--- config.mk ---
export PLATFORM = sky130hd
export DESIGN_NAME = fifo_rr_arbiter
export DESIGN_NICKNAME = d
export VERILOG_FILES = /design/src/rtl/fifo_rr_arbiter_pkg.sv /design/src/rtl/fifo_rr_arbiter_rr_pick.sv /design/src/rtl/fifo_rr_arbiter.sv
export SDC_FILE = /design/constraint.sdc
export NUM_CORES = 1
export LEC_CHECK = 0
export CORE_ASPECT_RATIO = 0.7
export CORE_MARGIN = 2
export CORE_UTILIZATION = 38
export DETAILED_ROUTE_END_ITERATION = 7
export GPL_TIMING_DRIVEN = 0
export PLACE_DENSITY = 0.84
export SLEW_MARGIN = 20
export SYNTH_ARGS = -nofsm -noshare
export SYNTH_HDL_FRONTEND = slang
export SYNTH_HIERARCHICAL = 1
export SYNTH_SLANG_ARGS = --single-unit
--- constraint.sdc ---
create_clock -name clk -period 4.9 [get_ports clk]
set_input_delay 1.47 -clock clk [delete_from_list [all_inputs] [get_ports clk]]
set_output_delay 1.47 -clock clk [all_outputs]
set_load 0.01 [all_outputs]
--- src/rtl/fifo_rr_arbiter_pkg.sv ---
// Shared types and helpers for the round-robin FIFO drain arbiter.
package fifo_rr_arbiter_pkg;

  typedef enum logic {
    ST_IDLE  = 1'b0,
    ST_BURST = 1'b1
  } state_e;

  // clog2 that never returns 0, so derived index fields stay at least 1 bit wide
  function automatic int unsigned clog2_min1(input int unsigned n);
    return (n <= 2) ? 1 : $clog2(n);
  endfunction

endpackage

--- src/rtl/fifo_rr_arbiter_rr_pick.sv ---
// Combinational round-robin picker: first set request strictly after 'last', wrapping.
module rr_pick #(
  parameter int unsigned N_CH = 4,
  parameter int unsigned CH_W = 2
) (
  input  logic [N_CH-1:0] req,
  input  logic [CH_W-1:0] last,
  output logic            any,
  output logic [CH_W-1:0] idx
);

  logic [2*N_CH-1:0] dbl;
  logic              found;

  // Doubled request vector: scanning upward from last+1 covers the wrap without a modulo
  always_comb begin
    dbl   = {req, req};
    found = 1'b0;
    idx   = '0;
    for (int unsigned i = 0; i < 2 * N_CH; i++) begin
      if (!found && dbl[i] && (i > int'(last))) begin
        found = 1'b1;
        idx   = CH_W'((i >= N_CH) ? (i - N_CH) : i);
      end
    end
  end

  assign any = |req;

endmodule

--- src/rtl/fifo_rr_arbiter.sv ---
// Drains N_CH FWFT channel FIFOs round-robin, in bursts of up to MAX_BURST words,
// into one registered valid/ready stream tagged with the source channel.
module fifo_rr_arbiter
  import fifo_rr_arbiter_pkg::*;
#(
  parameter int unsigned N_CH      = 4,
  parameter int unsigned DATA_SIZE = 32,
  parameter int unsigned MAX_BURST = 4,
  parameter int unsigned CH_W      = clog2_min1(N_CH),
  parameter int unsigned BURST_W   = clog2_min1(MAX_BURST + 1)
) (
  input  logic                      clk,
  input  logic                      reset,
  input  logic [N_CH-1:0]           ch_enable,
  input  logic [N_CH-1:0]           fifo_empty,
  input  logic [N_CH*DATA_SIZE-1:0] fifo_data,
  output logic [N_CH-1:0]           fifo_read,
  output logic [DATA_SIZE-1:0]      out_data,
  output logic [CH_W-1:0]           out_chan,
  output logic                      out_valid,
  input  logic                      out_ready,
  output logic [CH_W-1:0]           grant,
  output logic                      busy
);

  state_e                 state_q, state_d;
  logic [CH_W-1:0]        grant_q, grant_d;
  logic [BURST_W-1:0]     cnt_q, cnt_d;
  logic [DATA_SIZE-1:0]   data_q, data_d;
  logic [CH_W-1:0]        chan_q, chan_d;
  logic                   valid_q, valid_d;

  logic [N_CH-1:0]        req;
  logic                   pick_any;
  logic [CH_W-1:0]        pick_idx;
  logic                   g_avail;
  logic [DATA_SIZE-1:0]   g_data;
  logic                   pop;

  assign req = ch_enable & ~fifo_empty;

  rr_pick #(
    .N_CH (N_CH),
    .CH_W (CH_W)
  ) u_pick (
    .req  (req),
    .last (grant_q),
    .any  (pick_any),
    .idx  (pick_idx)
  );

  always_comb begin
    g_avail = 1'b0;
    g_data  = '0;
    for (int unsigned i = 0; i < N_CH; i++) begin
      if (CH_W'(i) == grant_q) begin
        g_avail = req[i];
        g_data  = fifo_data[i*DATA_SIZE +: DATA_SIZE];
      end
    end
  end

  always_comb begin
    state_d   = state_q;
    grant_d   = grant_q;
    cnt_d     = cnt_q;
    data_d    = data_q;
    chan_d    = chan_q;
    valid_d   = valid_q;
    fifo_read = '0;
    pop       = 1'b0;

    if (valid_q && out_ready) valid_d = 1'b0;

    unique case (state_q)
      ST_IDLE: begin
        if (pick_any) begin
          grant_d = pick_idx;
          cnt_d   = '0;
          state_d = ST_BURST;
        end
      end
      ST_BURST: begin
        // Reset gates the pop so no word leaves a channel FIFO while the output is being cleared
        pop = g_avail && (out_ready || !valid_q) && !reset;
        if (pop) begin
          fifo_read = N_CH'(1) << grant_q;
          data_d    = g_data;
          chan_d    = grant_q;
          valid_d   = 1'b1;
          cnt_d     = cnt_q + 1'b1;
          if (cnt_q == BURST_W'(MAX_BURST - 1)) state_d = ST_IDLE;
        end else if (!g_avail) begin
          state_d = ST_IDLE;
        end
      end
      default: state_d = ST_IDLE;
    endcase
  end

  always_ff @(posedge clk) begin
    if (reset) begin
      state_q <= ST_IDLE;
      grant_q <= CH_W'(N_CH - 1);
      cnt_q   <= '0;
      data_q  <= '0;
      chan_q  <= '0;
      valid_q <= 1'b0;
    end else begin
      state_q <= state_d;
      grant_q <= grant_d;
      cnt_q   <= cnt_d;
      data_q  <= data_d;
      chan_q  <= chan_d;
      valid_q <= valid_d;
    end
  end

  assign out_data  = data_q;
  assign out_chan  = chan_q;
  assign out_valid = valid_q;
  assign grant     = grant_q;
  assign busy      = (state_q == ST_BURST);

endmodule

### Word-level counts from Yosys, hierarchy flattened

Index checks and enable logic that the tools add are counted.

| word-level totals | value |
|---|---|
| flip-flop bits (word level) | 41 |
| bits in latches | 0 |
| bits in writable memories | 0 |
| bits in read-only memories | 0 |
| input port bits | 139 |
| output and inout bits | 42 |
| memories | 0 |

| operators by class | value |
|---|---|
| add/sub/neg operators | 1 |
| $mul | 0 |
| div/mod/pow operators | 0 |
| magnitude comparators | 3 |
| equality and inequality tests | 6 |
| shift-type cells | 1 |
| mux-type cells | 34 |
| bitwise gates (word level) | 3 |
| reductions and logical operators | 26 |

Operators with widths:

| kind | count |
|---|---|
| $mux 32 | 4 |
| $mux 1 | 18 |
| $logic_and 1x1->1 | 12 |
| $mux 2 | 6 |
| $logic_not 1->1 | 8 |
| $mux 4 | 2 |
| $mux 3 | 2 |
| $pmux 3 s2 | 1 |
| $reduce_and 2->1 | 3 |
| $and 4x4->4 | 1 |
| $eq 2x2->1 const A | 2 |
| $gt 2x2->1 const A | 2 |
| $not 4->4 | 1 |
| $reduce_or 4->1 | 1 |
| $shl 1x2->4 const A | 1 |
| $add 3x1->3 const B | 1 |
| $eq 3x2->1 const B | 1 |
| $eq 1x2->1 const A | 1 |
| $gt 1x2->1 const A | 1 |
| $logic_not 2->1 | 1 |
| $ne 2x1->1 const B | 1 |
| $ne 2x2->1 const B | 1 |
| $pmux 1 s2 | 1 |
| $logic_or 1x1->1 | 1 |
| $not 1->1 | 1 |

### Depth between registers and ports, before layout

Gate-level depths: netlist of run 1.

| depth | value |
|---|---|
| depth after elaboration | 24 |
| depth in mapped cells | 8 |

### Hierarchy

Netlist of run 1, hierarchy kept.

Modules (own cells, without submodules):

| module | instances | cells each | area an instance (sq um) | seq. area each (sq um) |
|---|---|---|---|---|
| fifo_rr_arbiter | 1 | 241 | 2457.4 | 820.8 |
| rr_pick | 1 | 14 | 78.8 | 0.0 |

### Least setup slack after synthesis of run 1

No wires, ideal clock.

| path | value |
|---|---|
| path type | input-to-output |
| start | input port ch_enable[2] |
| end | output port fifo_read[0] |
| arrival time | 2817 ps |
| path slack | 613 ps |
| cell stages on the path | 7 |
| buffers on the path | 3 |
| cells stage by stage | nor2b_1 > o22a_1 > clkbuf_1 > and3_1 > buf_6 > buf_6 > nor3b_1 |

| on the way | value |
|---|---|
| word-level cells in the longest chain between the ends | 7 |

Ends and longest elaborated chain:

| what | RTL line | source |
|---|---|---|
| start, declared | fifo_rr_arbiter.sv:14 | `input logic [N_CH-1:0] ch_enable,` |
| $and 4x4->4 | fifo_rr_arbiter.sv:40 | `assign req = ch_enable & ~fifo_empty;` |
| $mux 1 (2 in a row) | fifo_rr_arbiter.sv:56 | `if (CH_W'(i) == grant_q) begin` |
| $logic_and 1x1->1 (2 in a row) | fifo_rr_arbiter.sv:85 | `pop = g_avail && (out_ready \|\| !valid_q) && !reset;` |
| $mux 4 | fifo_rr_arbiter.sv:86 | `if (pop) begin` |
| $mux 4 | fifo_rr_arbiter.sv:75 | `unique case (state_q)` |
| end, declared | fifo_rr_arbiter.sv:17 | `output logic [N_CH-1:0] fifo_read,` |

No other way between the ends.

### Worst setup path in the final report of run 1

| path | value |
|---|---|
| start | input port ch_enable[0] |
| end | output port fifo_read[0] |

| on the way | value |
|---|---|
| word-level cells in the longest chain between the ends | 9 |

Ends and longest elaborated chain:

| what | RTL line | source |
|---|---|---|
| $and 4x4->4 | fifo_rr_arbiter.sv:40 |  |
| via req[0] | fifo_rr_arbiter.sv:33 | `logic [N_CH-1:0] req;` |
| $mux 1 (4 in a row) | fifo_rr_arbiter.sv:56 |  |
| $logic_and 1x1->1 (2 in a row) | fifo_rr_arbiter.sv:85 |  |
| $mux 4 | fifo_rr_arbiter.sv:86 |  |
| $mux 4 | fifo_rr_arbiter.sv:75 |  |

The timed path passes the listed nets, and every way through them passes these cells.

==> results of run 1 <==
## per-layer routing
layer	share of wire [%]	up-vias
met5	0	-
met4	1.3	0
met3	6.1	10
met2	51	105
met1	42	1348
li1	-	1336
## cell usage in the layout (no fill, tap or decap), drive strengths merged
cell / n
or2: 1
o221a: 1
dlygate4sd2: 3
clkbuf: 26
and3: 3
nand3: 5
ha: 2
clkdlybuf4s15: 1
o311ai: 1
nand4: 32
mux2: 3
a21oi: 2
clkdlybuf4s50: 176
nand2b: 6
nor2b: 10
nand2: 38
o22a: 1
nor3b: 1
inv: 2
o22ai: 1
o21ai: 34
mux4: 32
buf: 8
a21o: 1
mux2i: 2
dfxtp: 41
and3b: 2
nor2: 6
## power groups by stage
stage / Combinational, µW / Clock [µW] / Sequential, µW
after floorplan: 207 / 0 / 401
after global placement: 429 / 0 / 389
after detailed placement: 438 / 0 / 391
after CTS: 441 / 227 / 383
after global routing: 472 / 240 / 387
final: 442 / 224 / 383
## registers in the layout, indices dropped and copies added (netlist names)
signal,flops
out_data,32
busy,1
out_chan,2
grant,2
cnt_q,3
out_valid,1
## how the worst max path moves through the flow
stage / from / end / slack (ns) / depth (start not counted)
final: ch_enable[0] / fifo_read[0] / 0.09 / 9
after global placement: ch_enable[2] / fifo_read[0] / -0.50 / 9
after floorplan: ch_enable[2] / fifo_read[0] / 0.61 / 7
after global routing: ch_enable[0] / fifo_read[0] / -0.007 / 9
after CTS: ch_enable[0] / fifo_read[0] / 0.07 / 9
after detailed placement: ch_enable[2] / fifo_read[0] / -0.52 / 9
## Yosys cell counts, types with 2 or more instances
master and instances:
a21oi_1 2, and3_1 3, and3b_1 2, buf_1 2
buf_2 2, buf_6 3, clkbuf_1 19, dfxtp_1 41
ha_1 2, mux2_4 2, mux2i_1 2, mux4_2 32
nand2_1 38, nand2b_1 6, nand3_1 5, nand4_1 32
nor2_1 6, nor2b_1 9, o21ai_0 33
## final cells by class
type | instances | area [µm²]
Multi-Input combinational cell | 184 | 1600
Inverter | 2 | 7.51
Clock buffer | 7 | 86.3
Fill cell | 496 | 1770
Sequential cell | 41 | 821
Buffer | 27 | 131
Timing Repair Buffer | 180 | 1800
Tap cell | 91 | 114
## cells by family (layout without fill, tap and decap cells)
| logic type | Yosys count | after routing | synth area share [%] |
|---|---|---|---|
| adders and majority gates | 2 | 2 | 0.987 |
| buffers and inverters | 30 | 216 | 5.62 |
| muxes | 37 | 37 | 30.8 |
| AOI/OAI and AO/OA | 41 | 41 | 8.78 |
| and+or+nand+nor | 104 | 104 | 21.4 |
| DFF | 41 | 41 | 32.4 |
## critical path: cells and delay by family
family / cells / cell delay, ns
buf+inv: 5 / 1.12
simple gates: 3 / 0.54
compound gates: 1 / 0.22
## stage by stage
step / worst slack (ns) / std cells
finish: 0.0882 / 532
global route: -0.00675 / 532
CTS: 0.0673 / 532
detailed placement: -0.515 / 526
global placement: -0.502 / 526
floorplan: 0.613 / 255
## what timing repair did
| item | 4_1_cts | 5_1_grt |
|---|---|---|
| gates resized for setup | 12 | 2 |
| buffers inserted | 0 | 0 |
| setup endpoints to repair | 4 | 1 |
==> impl_metrics.tcl, run 1 <==
set metrics [dict create \
    grt_use_met2_pct 42.9 \
    setup.worst_path.class "input port to output pin" \
    synth_top_area_share_pct 32.4 \
    drtIter0Drc 104 \
    p_per_area_nw_per_um2 230 \
    swShare_pct 29.3 \
    drcViolationCount 0 \
    syn_area_per_cell_um2 9.95 \
    finalCriticalPeriod_ns 4.81 \
    critPathLaunchType "input port" \
    required_ns 3.43 \
    worst_r2r_path_depth 5 \
    p_total_uw 1050 \
    syn_inst 255 \
    die_x_um 102 \
    viasPerCell 5.26 \
    path_cells "clkdlybuf4s50_1 > nor2b_4 > o221a_1 > buf_6 > and3_1 > buf_6 > buf_6 > nor3b_1 > clkdlybuf4s15_1" \
    cts_num_sinks 41 \
    ys.warnings.count 6 \
    cts_buffer_depth 2 \
    area_delta_synth_final_pct 79.9 \
    status "finished clean" \
    synthesis.nets 396 \
    io_buffers 180 \
    clkLatencyLatePin_ns 0.28 \
    ys_top_cells_by_area "dfxtp_1 (32%), mux4_2 (28%), nand4_1 (7.9%)" \
    antenna_found_initial 0 \
    combPwrFrac_pct 42.1 \
    r2r_start "grant[1]$_SDFFE_PP1P_" \
    leakage_uw 0.00163 \
    fin_skew_ns 0.00913 \
    max_freq_ghz 0.208 \
    grt_pass1_vias 2954 \
    r2r_setup_slack_ns 2.59 \
    worst_pin_slew_ns 0.611 \
    initial_core_util_pct 40.0 \
    syn_area_um2 2540 \
    drive_gt1_share_pct 12.7 \
    grtUsageTotal_pct 23.8 \
    clockRootBuffer "clkbuf_8" \
    grt_overflow 0 \
    r2r_end "out_data[15]$_SDFFE_PP0P_" \
    max_cap_violations 0 \
    nets 582 \
    dpl_cell_area_um2 4450 \
    die_h_um 72.4 \
    synth_edf_count 0 \
    min_from "out_data[31]$_SDFFE_PP0P_" \
    pwr-share-clk_pct 21.3 \
    setup_viol_count_final 0 \
    finalInstanceArea_um2 4560 \
    ios 181 \
    end_kind "output pin" \
    cp_common_cell "buf_6" \
    slowest_stage "clkdlybuf4s50_1" \
    yosysSeqAreaShare_pct 32.4 \
    grt_max_degree 12 \
    hold_depth 2 \
    finalCritPeriodShare_pct 98.2 \
    wl_per_cell_um 16.8 \
    grt_pass1_wl_um 14000 \
    dp_hpwl_um 7280 \
    fin_util_pct 72.0 \
    synth_cell_types 33 \
    route.antenna.remaining_nets 0 \
    totalWireLength_um 8930 \
    numCtsBuffers 5 \
    gp_congestion 0.762 \
    num_vias 2799 \
    slew_violations 0 \
    hold_viol 0 \
    fp-row-count 24 \
    synth_flop_cell "dfxtp_1" \
    clk_pin_slew_ns 0.08 \
    synth_top_cell_by_area "dfxtp_1" \
    ys_ff_latch 41 \
    worst_ep_arrival_time_ns 3.34 \
    diodes 0 \
    cp_max_fo 10 \
    h-tree-depth 2 \
    synthArstFlopShare_pct 0 \
    hold_buffers 0 \
    whs_ns 0.459 \
    hold_class "flip-flop to flip-flop" \
    cts_tree "yes" \
    dieArea_um2 7350 \
    whs_endpoint "out_data[31]$_SDFFE_PP0P_" \
    slew_headroom_pct 59.3 \
    busiest_layer "met2" \
    p_seq_share_pct 36.6 \
    fin_tns_setup_ns 0 \
    netSwitchingPower_uw 307 \
    ir_drop_uv 153 \
    slowest_delay_ns 0.46 \
    grt_util_met3_pct 4.72 \
    gr-usage-met1_pct 29.5 \
    p_int_uw 741 \
    dr.pass1.iters 4 \
    fp.coreArea_um2 6340 \
]
No activity file was read; power rests on OpenSTA's default activity.
==> run 2, diff against run 1 <==
CORE_UTILIZATION = 25   (was 38)
PLACE_DENSITY = 0.58   (was 0.84)
==> run 2 against run 1 <==
Register-to-register slack about the same; sequential share of layout area decreased by 0.52 points; critical path depth unchanged; clock skew decreased by 0.0048 ns; critical path type unchanged.
==> impl_metrics.tcl, run 2 (synthesized netlist as in run 1, its figures left out) <==
set metrics [dict create \
    io_buffers 180 \
    fin_cells 571 \
    slew_headroom_pct 52.8 \
    area_delta_synth_final_pct 85.2 \
    cts_tree "yes" \
    antenna_found_initial 0 \
    setup_viol_count_final 0 \
    setup.worst_path.class "input port to output pin" \
    gr-usage-met1_pct 20.8 \
    fin_skew_ns 0.00431 \
    dieArea_um2 11000 \
    worst_ep_arrival_time_ns 3.31 \
    hold_depth 2 \
    num_vias 2799 \
    hold_viol 0 \
    slew_violations 0 \
    clkLatencyLatePin_ns 0.28 \
    grtUsageTotal_pct 16.4 \
    cts_num_sinks 41 \
    grt_overflow 0 \
    leakage_uw 0.00168 \
    fill_cells 948 \
    critPathLaunchType "input port" \
    drive_gt1_share_pct 13.3 \
    numCtsBuffers 5 \
    nets 583 \
    die_h_um 88.3 \
    cp_max_fo 10 \
    die_x_um 124 \
    worst_r2r_path_depth 5 \
    netSwitchingPower_uw 328 \
    dr.pass1.iters 4 \
    fp.coreArea_um2 9800 \
    r2r_setup_slack_ns 2.60 \
    dp_hpwl_um 7630 \
    grt_pass1_vias 2761 \
    multi_input_area_um2 1600 \
    route.antenna.remaining_nets 0 \
    totalWireLength_um 9460 \
    grt_use_met2_pct 28.4 \
    viasPerCell 4.90 \
    grt_util_met3_pct 4.90 \
    cts_buffer_depth 2 \
    fp-row-count 30 \
    wl_per_cell_um 16.6 \
    clockRootBuffer "clkbuf_16" \
    max_cap_violations 0 \
    ios 181 \
    max_freq_ghz 0.209 \
    final_common_cell "clkdlybuf4s50_1" \
    p_seq_share_pct 31.6 \
    min_from "out_data[13]$_SDFFE_PP0P_" \
    clk_pin_slew_ns 0.06 \
    h-tree-depth 2 \
    initial_core_util_pct 25.9 \
    finalCritPeriodShare_pct 97.6 \
    largest_reg_flops 32 \
    drtIter0Drc 123 \
    fin_tns_setup_ns 0 \
    r2r_end "out_data[14]$_SDFFE_PP0P_" \
    combPwrFrac_pct 36.6 \
    r2r_start "grant[1]$_SDFFE_PP1P_" \
    end_kind "output pin" \
    finalCriticalPeriod_ns 4.78 \
    required_ns 3.43 \
    layout_common_cells "clkdlybuf4s50_1 (176), dfxtp_1 (41), nand2_1 (38)" \
    grt_max_degree 13 \
    hold_class "flip-flop to flip-flop" \
    diodes 0 \
    ir_drop_uv 122 \
    pwr-share-clk_pct 31.8 \
    gp_congestion 0.725 \
    placed_cells 563 \
    drcViolationCount 0 \
    whs_endpoint "out_data[13]$_SDFFE_PP0P_" \
    swShare_pct 27.0 \
    p_per_area_nw_per_um2 258 \
    p_int_uw 885 \
    grt_pass1_wl_um 14200 \
    status "finished clean" \
    worst_pin_slew_ns 0.708 \
    seq_area_um2 821 \
    busiest_layer "met2" \
]
[run 2: layer usage]
layer | part of all wire, % | vias to the layer above
met5 | 0 | -
met2 | 48 | 117
met3 | 8.0 | 5
met1 | 43 | 1336
li1 | - | 1341
met4 | 0.58 | 0
[run 2: final cells by class]
| class | count | area share, % |
|---|---|---|
| repair buffers | 181 | 38.3 |
| multi-input cells | 184 | 34.2 |
| flip-flops and latches | 41 | 17.5 |
| well taps | 128 | 3.41 |
| clock buffers | 7 | 3.04 |
| plain buffers | 27 | 2.80 |
| clock inverters | 1 | 0.639 |
| inverters | 2 | 0.160 |
[run 2: power by group through the flow]
stage	Combinational [µW]	Clock [µW]	Sequential, µW
final	444	386	383
after global routing	477	411	388
after CTS	450	395	383
after detailed placement	447	0	390
after global placement	443	0	389
after floorplan	207	0	401
[run 2: how the worst max path moves through the flow]
stage	from	end	slack [ns]
floorplan	ch_enable[2]	fifo_read[0]	0.61
global placement	ch_enable[2]	fifo_read[0]	-0.57
detailed placement	ch_enable[2]	fifo_read[0]	-0.61
CTS	ch_enable[0]	fifo_read[0]	0.02
global route	ch_enable[0]	fifo_read[2]	-0.003
finish	fifo_empty[0]	fifo_read[2]	0.12
[run 2: worst max-delay path, cell delays in order]
cell and delay, ns:
clkdlybuf4s50_1 0.52, nor2b_4 0.06, o221a_1 0.26, buf_6 0.14
and3_1 0.15, buf_6 0.12, buf_6 0.14, and3b_1 0.17
dlygate4sd2_1 0.28
[run 2: metrics by stage]
stage	power [µW]	area [µm²]	hold slack, ns	utilization [%]	setup WS (ns)
2_1_floorplan	608	2540	0.443	-	0.613
3_3_place_gp	832	4500	0.445	45.9	-0.565
3_5_place_dp	838	4500	0.450	45.9	-0.614
4_1_cts	1230	4690	0.459	47.8	0.0249
5_1_grt	1280	4700	0.480	47.9	-0.00258
6_report	1210	4700	0.453	47.9	0.119
[run 2: repair_timing]
action / 4_1_cts / 5_1_grt
setup buffers: 0 / 1
endpoints found under the setup margin: 4 / 4
hold buffers: 0 / 0
pin swaps: 0 / 1
resized for setup: 12 / 3
==> run 3, diff against run 2 <==
CORE_MARGIN = not set   (was 2)
==> run 3 against run 2 <==
Non-clock buffer count is the same; register-to-register slack worse by 0.05 ns; design area decreased by 0.56%; core utilization down 0.085 points; sequential share of layout area up 0.098 points; worst hold slack improved by 0.0043 ns; highest routed layer unchanged; total power fell by 4.8%; worst setup slack improved by 0.0015 ns; die area decreased by 3.8%; critical path depth unchanged.
==> impl_metrics.tcl, run 3 (synthesized netlist as in run 1, its figures left out) <==
set metrics [dict create \
    placed_cells 563 \
    p_total_uw 1150 \
    area_delta_synth_final_pct 84.2 \
    num_vias 2816 \
    rsz0062_at_grt "false" \
    grt_pass1_vias 2774 \
    finalCriticalPeriod_ns 4.78 \
    endpoint "fifo_read[3]" \
    cts_num_sinks 41 \
    slew_violations 0 \
    worst_r2r_path_depth 5 \
    combPwrFrac_pct 38.6 \
    path_buf_inv 5 \
    max_freq_ghz 0.209 \
    drive_gt1_share_pct 13.6 \
    r2r_setup_slack_ns 2.55 \
    startpoint "ch_enable[3]" \
    cp_common_cell "buf_6" \
    totalWireLength_um 9010 \
    swShare_pct 28.0 \
    required_ns 3.43 \
    wl_per_cell_um 15.8 \
    initial_core_util_pct 26.0 \
    dr.pass1.iters 4 \
    largest_reg_flops 32 \
    critPathLaunchType "input port" \
    dpl_cell_area_um2 4500 \
    drtIter0Drc 114 \
    fin_cells 570 \
    final_common_cell "clkdlybuf4s50_1" \
    clockRootBuffer "clkbuf_16" \
    path_delay_family "buffers and inverters" \
    slew_headroom_pct 54.7 \
    dp_hpwl_um 7050 \
    die_x_um 122 \
    grt_pass1_wl_um 14000 \
    ir_drop_uv 118 \
    fin_util_pct 47.9 \
    grt_max_degree 12 \
    r2r_start "grant[1]$_SDFFE_PP1P_" \
    cts_buffer_depth 2 \
    antenna_found_initial 0 \
    setup_viol_count_final 0 \
    hold_class "flip-flop to flip-flop" \
    gp_congestion 0.682 \
    layout_common_cells "clkdlybuf4s50_1 (176), dfxtp_1 (41), nand2_1 (38)" \
    slowest_delay_ns 0.46 \
    fp.coreArea_um2 9760 \
    route.antenna.remaining_nets 0 \
    dieArea_um2 10600 \
    finalInstanceArea_um2 4670 \
    r2r_end "out_data[13]$_SDFFE_PP0P_" \
    nets 583 \
    numCtsBuffers 5 \
    fp-row-count 30 \
    worst_ep_arrival_time_ns 3.31 \
    h-tree-depth 2 \
    worstSetupPathDepth 9 \
    diodes 0 \
    finalCritPeriodShare_pct 97.5 \
    hold_buffers 0 \
    grtUsageTotal_pct 16.9 \
    viasPerCell 4.94 \
    slowest_stage "clkdlybuf4s50_1" \
    max_cap_violations 0 \
    p_int_uw 831 \
    cts_tree "yes" \
    die_h_um 86.3 \
    hold_viol 0 \
    setup.worst_path.class "input port to output pin" \
    path_cells "clkdlybuf4s50_1 > nor2b_4 > o221a_1 > buf_6 > and3_1 > buf_6 > buf_6 > and3_1 > clkdlybuf4s15_1" \
    grt_overflow 0 \
    drcViolationCount 0 \
    p_seq_share_pct 33.2 \
    status "finished clean" \
    cp_max_fo 10 \
    pwr-share-clk_pct 28.2 \
    end_kind "output pin" \
    clk_pin_slew_ns 0.06 \
    io_buffers 180 \
    leakage_uw 0.00165 \
    fin_tns_setup_ns 0 \
    clkLatencyLatePin_ns 0.28 \
    ios 181 \
    netSwitchingPower_uw 324 \
    worst_pin_slew_ns 0.679 \
    fin_skew_ns 0.00415 \
    p_per_area_nw_per_um2 247 \
]
-- run 3: timing repair --
item	4_1_cts	5_1_grt
gates cloned	0	0
pin swaps	0	1
resized for setup	12	8
endpoints found under the setup margin	4	4
hold endpoints to repair	0	0
setup buffers	0	1
-- run 3: worst min path at each step --
stage	start	end	slack, ns	depth (start not counted)
5_1_grt	out_data[8]$_SDFFE_PP0P_	out_data[8]$_SDFFE_PP0P_	0.48	2
2_1_floorplan	cnt_q[0]$_SDFFE_PP0P_	cnt_q[0]$_SDFFE_PP0P_	0.44	1
3_3_place_gp	out_data[10]$_SDFFE_PP0P_	out_data[10]$_SDFFE_PP0P_	0.44	2
4_1_cts	out_data[28]$_SDFFE_PP0P_	out_data[28]$_SDFFE_PP0P_	0.46	2
6_report	out_data[22]$_SDFFE_PP0P_	out_data[22]$_SDFFE_PP0P_	0.46	2
3_5_place_dp	out_data[15]$_SDFFE_PP0P_	out_data[15]$_SDFFE_PP0P_	0.45	2
-- run 3: area by class of cell --
type | instances | area (µm²)
tap | 128 | 160
multi-input combinational | 184 | 1610
inverter | 2 | 7.51
clock buffer | 7 | 143
fill | 913 | 5090
timing repair buffer | 181 | 1800
sequential | 41 | 821
buffer | 27 | 131
-- run 3: stage by stage --
stage	setup WS [ns]	hold slack, ns
2_1_floorplan	0.613	0.443
3_3_place_gp	-0.572	0.445
3_5_place_dp	-0.572	0.450
4_1_cts	0.0440	0.459
5_1_grt	0.0117	0.484
6_report	0.120	0.457
-- run 3: worst register-to-register path, stage by stage, from the launching register on --
cell and delay [ns]:
dfxtp_1 0.51, buf_1 0.56, clkbuf_1 0.54, mux4_2 0.42, nand4_1 0.11, o21ai_0 0.08
-- run 3: power by group through the flow --
stage | clock [µW] | sequential, µW | combinational [µW]
floorplan | 0 | 401 | 207
global placement | 0 | 389 | 442
detailed placement | 0 | 390 | 447
CTS | 331 | 383 | 450
global route | 347 | 387 | 483
finish | 326 | 383 | 446
-- run 3: metal layers --
metal  routed length, µm  part of all wire (%)  GRT usage [%]  up-vias
li1                    -                     -              -     1337
met1                3970                    44           21.5     1355
met2                4210                    47           28.5      119
met3                 769                   8.5           4.80        5
met4                  55                  0.61           2.99        0
met5                   0                     0              0        -
